[config.mk]
export PLATFORM = sky130hd
export DESIGN_NAME = cms_stream_arbiter
export DESIGN_NICKNAME = d
export VERILOG_FILES = /design/src/rtl/cms_stream_arbiter.sv
export SDC_FILE = /design/constraint.sdc
export NUM_CORES = 1
export LEC_CHECK = 0
export ABC_CLOCK_PERIOD_IN_PS = 4800
export CORE_MARGIN = 5
export CORE_UTILIZATION = 48
export CTS_BUF_LIST = sky130_fd_sc_hd__clkbuf_4
export DETAILED_ROUTE_END_ITERATION = 12
export MAX_ROUTING_LAYER = met4
export PLACE_DENSITY_LB_ADDON = 0.25
export SYNTH_ARGS = -nofsm -noshare
export SYNTH_HDL_FRONTEND = slang
export SYNTH_SLANG_ARGS = --single-unit
export TNS_END_PERCENT = 30
[constraint.sdc]
create_clock -name clk -period 4.8 [get_ports clk]
set_input_delay 0.96 -clock clk [delete_from_list [all_inputs] [get_ports clk]]
set_output_delay 0.96 -clock clk [all_outputs]
set_load 0.01 [all_outputs]
[src/rtl/cms_stream_arbiter.sv]
// Packet-granular round-robin arbiter: NUM_SRC AXI-Stream sources share one sink.
// A source holds the grant until its packet ends (own tlast or beat watchdog).
module cms_stream_arbiter #(
    parameter int unsigned DATA_WIDTH    = 32,
    parameter int unsigned NUM_SRC       = 2,
    parameter int unsigned SRC_ID_WIDTH  = 1,
    parameter int unsigned MAX_PKT_BEATS = 1024
) (
    input  logic                            clk,
    input  logic                            rst,
    input  logic [NUM_SRC-1:0]              src_enable,
    input  logic [NUM_SRC-1:0]              S_AXIS_tvalid,
    output logic [NUM_SRC-1:0]              S_AXIS_tready,
    input  logic [NUM_SRC*DATA_WIDTH-1:0]   S_AXIS_tdata,
    input  logic [NUM_SRC-1:0]              S_AXIS_tlast,
    output logic                            M_AXIS_tvalid,
    input  logic                            M_AXIS_tready,
    output logic [DATA_WIDTH-1:0]           M_AXIS_tdata,
    output logic                            M_AXIS_tlast,
    output logic [SRC_ID_WIDTH-1:0]         M_AXIS_tid,
    output logic [NUM_SRC-1:0]              grant,
    output logic [15:0]                     forced_tlast_count
);

    localparam int unsigned CNT_WIDTH = $clog2(MAX_PKT_BEATS) + 1;
    localparam logic [0:0] IDLE = 1'b0;
    localparam logic [0:0] BUSY = 1'b1;

    logic [0:0]              state;
    logic [SRC_ID_WIDTH-1:0] last_grant;
    logic [SRC_ID_WIDTH-1:0] gidx;
    logic [SRC_ID_WIDTH-1:0] next_idx;
    logic [NUM_SRC-1:0]      next_onehot;
    logic                    found;
    logic [NUM_SRC-1:0]      cand;
    logic [CNT_WIDTH-1:0]    beat_cnt;
    logic                    out_free;
    logic                    sel_valid;
    logic                    sel_last;
    logic [DATA_WIDTH-1:0]   sel_data;
    logic                    accept;
    logic                    wd_end;
    logic                    eop;

    assign cand     = S_AXIS_tvalid & src_enable;
    assign out_free = ~M_AXIS_tvalid | M_AXIS_tready;

    // Cyclic search starting just after the previously granted source.
    always_comb begin
        int unsigned idx;
        found       = 1'b0;
        next_idx    = '0;
        next_onehot = '0;
        for (int unsigned k = 1; k <= NUM_SRC; k++) begin
            idx = (int'(last_grant) + k) % NUM_SRC;
            if (!found && cand[idx]) begin
                found            = 1'b1;
                next_idx         = SRC_ID_WIDTH'(idx);
                next_onehot      = '0;
                next_onehot[idx] = 1'b1;
            end
        end
    end

    always_comb begin
        sel_valid = 1'b0;
        sel_last  = 1'b0;
        sel_data  = '0;
        for (int unsigned i = 0; i < NUM_SRC; i++) begin
            if (gidx == SRC_ID_WIDTH'(i)) begin
                sel_valid = S_AXIS_tvalid[i];
                sel_last  = S_AXIS_tlast[i];
                sel_data  = S_AXIS_tdata[i*DATA_WIDTH +: DATA_WIDTH];
            end
        end
    end

    assign S_AXIS_tready = grant & {NUM_SRC{out_free}};
    assign accept        = (state == BUSY) && sel_valid && out_free;
    assign wd_end        = (beat_cnt == CNT_WIDTH'(MAX_PKT_BEATS - 1));
    assign eop           = sel_last || wd_end;

    always_ff @(posedge clk or posedge rst) begin
        if (rst) begin
            state              <= IDLE;
            last_grant         <= SRC_ID_WIDTH'(NUM_SRC - 1);
            gidx               <= '0;
            grant              <= '0;
            beat_cnt           <= '0;
            M_AXIS_tvalid      <= 1'b0;
            M_AXIS_tdata       <= '0;
            M_AXIS_tlast       <= 1'b0;
            M_AXIS_tid         <= '0;
            forced_tlast_count <= '0;
        end else begin
            // Output register drains independently of the FSM, so the last beat
            // of a packet can still be pending while the next grant is chosen.
            if (accept) begin
                M_AXIS_tvalid <= 1'b1;
                M_AXIS_tdata  <= sel_data;
                M_AXIS_tlast  <= eop;
                M_AXIS_tid    <= gidx;
            end else if (M_AXIS_tready) begin
                M_AXIS_tvalid <= 1'b0;
            end

            case (state)
                IDLE: begin
                    if (found) begin
                        grant <= next_onehot;
                        gidx  <= next_idx;
                        state <= BUSY;
                    end
                end
                BUSY: begin
                    if (accept) begin
                        if (eop) begin
                            last_grant <= gidx;
                            grant      <= '0;
                            beat_cnt   <= '0;
                            state      <= IDLE;
                            if (!sel_last && forced_tlast_count != 16'hFFFF)
                                forced_tlast_count <= forced_tlast_count + 16'd1;
                        end else begin
                            beat_cnt <= beat_cnt + CNT_WIDTH'(1);
                        end
                    end
                end
                default: state <= IDLE;
            endcase
        end
    end

endmodule

* Yosys cells after proc, flatten, opt, wreduce, memory -nomap -nowiden *
Index checks and enable logic that the tools add are counted.

storage, ports and cells
  bits in registers = 67
  input port bits = 73
  output and inout bits = 55
  word-level logic and storage cells = 71

cells by class
  add/sub/neg operators = 4
  $lt $le $gt $ge = 4
  eq/ne operators = 5
  multiplexer cells = 28
  bitwise operators = 5
  reductions and logical operators = 15

operators with widths
  cell                     count
  $mux W32                 1
  $mux W1                  17
  $add A16 B1 Y16 const B  1
  $ne A16 B16 Y1 const B   1
  $add A11 B1 Y11 const B  1
  $eq A11 B10 Y1 const B   1
  $mux W11                 1
  $mux W2                  5
  $logic_and A1 B1 Y1      6
  $reduce_and A3 Y1        2
  $and A2 B2 Y2            2
  $lt A1 B2 Y1 const B     2
  $ne A2 B1 Y1 const B     2
  $pmux W2 S2              1
  $reduce_and A2 Y1        2
  $reduce_and A4 Y1        1
  $add A1 B1 Y1 const B    2
  $demux W1 S1             2
  $ge A1 B1 Y1 const B     2
  $logic_not A1 Y1         2
  $ne A2 B2 Y1 const B     1
  $not A1 Y1               2
  $pmux W1 S2              1
  $reduce_bool A2 Y1       1
  2 further kinds          2

* Depth between registers and ports, before layout *
  depth after elaboration = 9
  mapped depth = 7

* Worst setup path before layout *
No wires, ideal clock.

  kind = input port to output port
  from = input M_AXIS_tready
  to = output S_AXIS_tready[0]
  arrival time = 1.363 ns
  path slack = 2.477 ns
  cell stages on the path = 2
  path buffers = 0
  cell sequence = nand2b_1 and2_1

on the way
  word-level cells in the longest chain between the ends = 2

RTL lines
  element             line  text
  start: declaration  17    input logic M_AXIS_tready,
  $or A1 B1 Y1        46    assign out_free = ~M_AXIS_tvalid | M_AXIS_tready;
  $and A2 B2 Y2       78    assign S_AXIS_tready = grant & {NUM_SRC{out_free}};
  end: declaration    13    output logic [NUM_SRC-1:0] S_AXIS_tready,

Every way passes these cells.

* Worst setup path after layout *
  from = input M_AXIS_tready
  to = output S_AXIS_tready[1]

The elaborated chain is that of the path after synthesis.

==> summary.md <==
| Metric | Value |
|---|---|
| Status | finished clean |
| Routed WL per cell | 15.3 um |
| Ys async rst share | 1.00 |
| TNS Setup | 0 ps |
| RSZ-0062 raised after global routing | no |
| Worst flop-to-flop path startpoint | gidx |
| Place WS | 1510 ps |
| Number of antenna violations at the first check in global routing | 0 |
| Fin nets | between 500 and 600 |
| HP Class | flop to flop |
| Cell Rows | 29 |
| Multi-input gate area | 0.00142 mm2 |
| Mapped Avg Cell Area | 10.3 um2 |
| Area of the die | 0.00833 mm2 |
| Clock latency on the worst-skew pair | 390 ps |
| Root Driver | clkbuf_4 |
| Chip Width | 91.3 um |
| PnR worst setup slack | 1510 ps |
| Clk slew on worst S/H paths | 100 ps |
| # diodes | 0 |
| Peak supply drop | between 200 and 250 uV |
| Crit-path max FO | 5 |
| Syn Nets | 382 |
| Hold Vio Cnt, Final | 0 |
| Fraction of layout cells with a size suffix above 1 | 0.0661 |
| YS warnings | 0 |
| Final worst-path cycle share | 0.685 |
| Post-synth top area share | 0.521 |
| CP Data Arrival Time | 2330 ps |
| Worst R2R End | forced_tlast_count[4] |
| Count leader, synth | dfrtp_1 |
| DRT antenna net count | 0 |
| Total core area | between 0.006 and 0.007 mm2 |
| Pin count of the biggest net entering global routing | 64 |
| Pwr dens | ~460 mW/mm2 |
| Num Clock Sinks | 67 |
| Detailed placement HPWL | 6080 um |
| R2r setup slk | 2180 ps |
| Yosys reg bits | 67 |
| Critical Path End Type | output pin |
| Switch Pwr | between 700 and 800 uW |
| R2R depth | 7 |
| Ports | between 100 and 150 |
| Int Power | 1360 uW |
| Sw Ratio | 0.364 |
| Placed Area | 0.00451 mm2 |
| HP Start | M_AXIS_tdata[24] |
| Vias | 2711 |
| Initial Utilization | 0.497 |
| P&R area growth vs syn | 45.4% |
| Final instance area | ~0.0046 mm2 |
| H-tree depth | 3 |
| Die Height | 91.3 um |
| Post-synth EDFFs | 0 |
| Worst hold stages | 2 |
| Sequential area share after synthesis | 0.529 |
| Resized cells post-CTS | 0 |
| FF+latch area | 0.00168 mm2 |
| Global-route wire length before repair | 13100 um |
| Mapped Area | 0.00317 mm2 |
| Top cells by area, synth | dfrtp_1 52%, mux2i_1 10%, o21ai_0 6.5%, nand2_1 6.4%, xnor2_1 4.4% |
| Fillcell total | 512 |
| Dominant cell type by area after synthesis | dfrtp_1 |
| RD Place Congestion | 0.812 |
| Initial DRC Count | slightly below 80 |
| Port-buffer cells | approximately 130 |
| Setup violations, final | 0 |
| Crit path launch type | input port |
| Clock power frac | 0.144 |
| DR DRC count | 0 |
| CTS tree | done |
| Commonest cells in the netlist | 66 x dfrtp_1, 54 x nand2_1, 41 x o21ai_0 |
| Vias in the first global route | between 2000 and 3000 |
| CTS max path bufs | 2 |
| Post-CTS Setup Bufs | 0 |
| Fmax | a little over 300 MHz |
| Max_cap viols | 0 |
| Synthesized instance count | 307 |
| Part of the power in registers | 0.401 |
| Skew final | 13.2 ps |
| Inserted Clock Buffers | 9 |
| Vias per cell | 5.25 |
| Ys flop type | dfrtp_1 |
| Data required time at the worst endpoint | 3840 ps |
| Yosys cell types | 37 |
| Min Tclk post-route | approximately 3300 ps |
| GRT Overall Usage | 0.202 |
| Grt total ovfl | 0 |
| Final WL | roughly 8000 um |
| Pleak | 0.00198 uW |
| Kind of critical path | input port to output pin |
| Combinational power share | 0.454 |
| Worst-Margin Slew | 842 ps |
| # hold bufs at CTS | 0 |
| Worst slew margin | 0.438 |
| Hold Path Sink | M_AXIS_tdata[24] |
| First-pass detailed-route iteration total | 4 |
| Final Max Slew Viols | 0 |
==> registers in the layout, indices dropped and copies added, names as in the netlist <==
| register | cells |
|---|---|
| M_AXIS_tvalid | 1 |
| gidx | 1 |
| beat_cnt | 11 |
| last_grant | 1 |
| grant | 2 |
| forced_tlast_count | 16 |
| M_AXIS_tdata | 32 |
| M_AXIS_tlast | 1 |
| M_AXIS_tid | 1 |
| state | 1 |
==> area by class of cell <==
class                   count  share of cell area
flip-flops and latches     67               0.364
clock buffers              12              0.0195
well taps                  77              0.0209
inverters                   4             0.00325
multi-input cells         222               0.308
repair buffers            130               0.280
clock inverters             4             0.00380
==> critical path, cell delays in order <==
cell             delay, ps
clkdlybuf4s50_1        450
nand2b_1               230
and2_1                 160
clkdlybuf4s50_1        530
==> how the worst max path moves through the flow <==
stage / from / cells past startpoint / end
after floorplan: rst / 1 / M_AXIS_tdata[0]
after CTS: M_AXIS_tready / 4 / S_AXIS_tready[1]
after global placement: M_AXIS_tready / 4 / S_AXIS_tready[0]
final: M_AXIS_tready / 4 / S_AXIS_tready[1]
after global routing: M_AXIS_tready / 4 / S_AXIS_tready[0]
after detailed placement: M_AXIS_tready / 4 / S_AXIS_tready[1]
==> through the flow <==
stage	cells	utilization	power (uW)	hold WS (ps)
2_1_floorplan	307	-	1370	481
6_report	516	0.722	2140	484
5_1_grt	516	0.722	2310	512
3_3_place_gp	500	0.706	1830	459
4_1_cts	516	0.722	2170	493
3_5_place_dp	500	0.706	1860	469
==> per-layer routing <==
metal | GRT usage | up-vias | routed length [um]
li1 | - | 1330 | -
met1 | 0.247 | 1266 | 3340
met4 | 0.0709 | 0 | 123
met3 | 0.0570 | 12 | 640
met5 | - | - | 0
met2 | 0.322 | 103 | 3810
==> cell families (layout without fill, tap and decap cells) <==
| family | count (synthesis) | count (layout) | share of synthesized area |
|---|---|---|---|
| adders and majority gates | 2 | 2 | 0.00789 |
| muxes | 36 | 36 | 0.115 |
| AOI/OAI and AO/OA | 52 | 52 | 0.0892 |
| and+or+nand+nor | 113 | 113 | 0.183 |
| xor gates and xnor gates | 19 | 19 | 0.0525 |
| DFF | 67 | 67 | 0.529 |
| buffers and inverters | 18 | 150 | 0.0229 |
==> cell usage in the layout, fill, tap and decap left out, types with 2 or more instances in the layout <==
master,n
nand2_1,54
ha_1,2
buf_4,3
a41oi_1,2
clkinv_2,2
clkdlybuf4s50_1,127
clkinv_1,2
mux2i_1,32
nor4_1,4
nor2_1,14
a31oi_1,5
dfrtp_1,65
nand3_1,10
o21ai_0,41
o21a_1,2
and3_1,3
xnor2_1,16
nand4_1,9
clkbuf_4,12
mux2_2,3
nand2b_1,3
xor2_1,3
and2_1,2
inv_1,3
nor3_1,4
and4_1,2
==> power groups by stage <==
| stage | Clock, uW | Sequential, uW | Combinational [uW] |
|---|---|---|---|
| 3_3_place_gp | 0 | 862 | 971 |
| 3_5_place_dp | 0 | 870 | 992 |
| 2_1_floorplan | 0 | 910 | 459 |
| 6_report | 310 | 860 | 974 |
| 5_1_grt | 350 | 887 | 1070 |
| 4_1_cts | 315 | 861 | 995 |
Note: power is estimated with default switching activity, not from simulation.
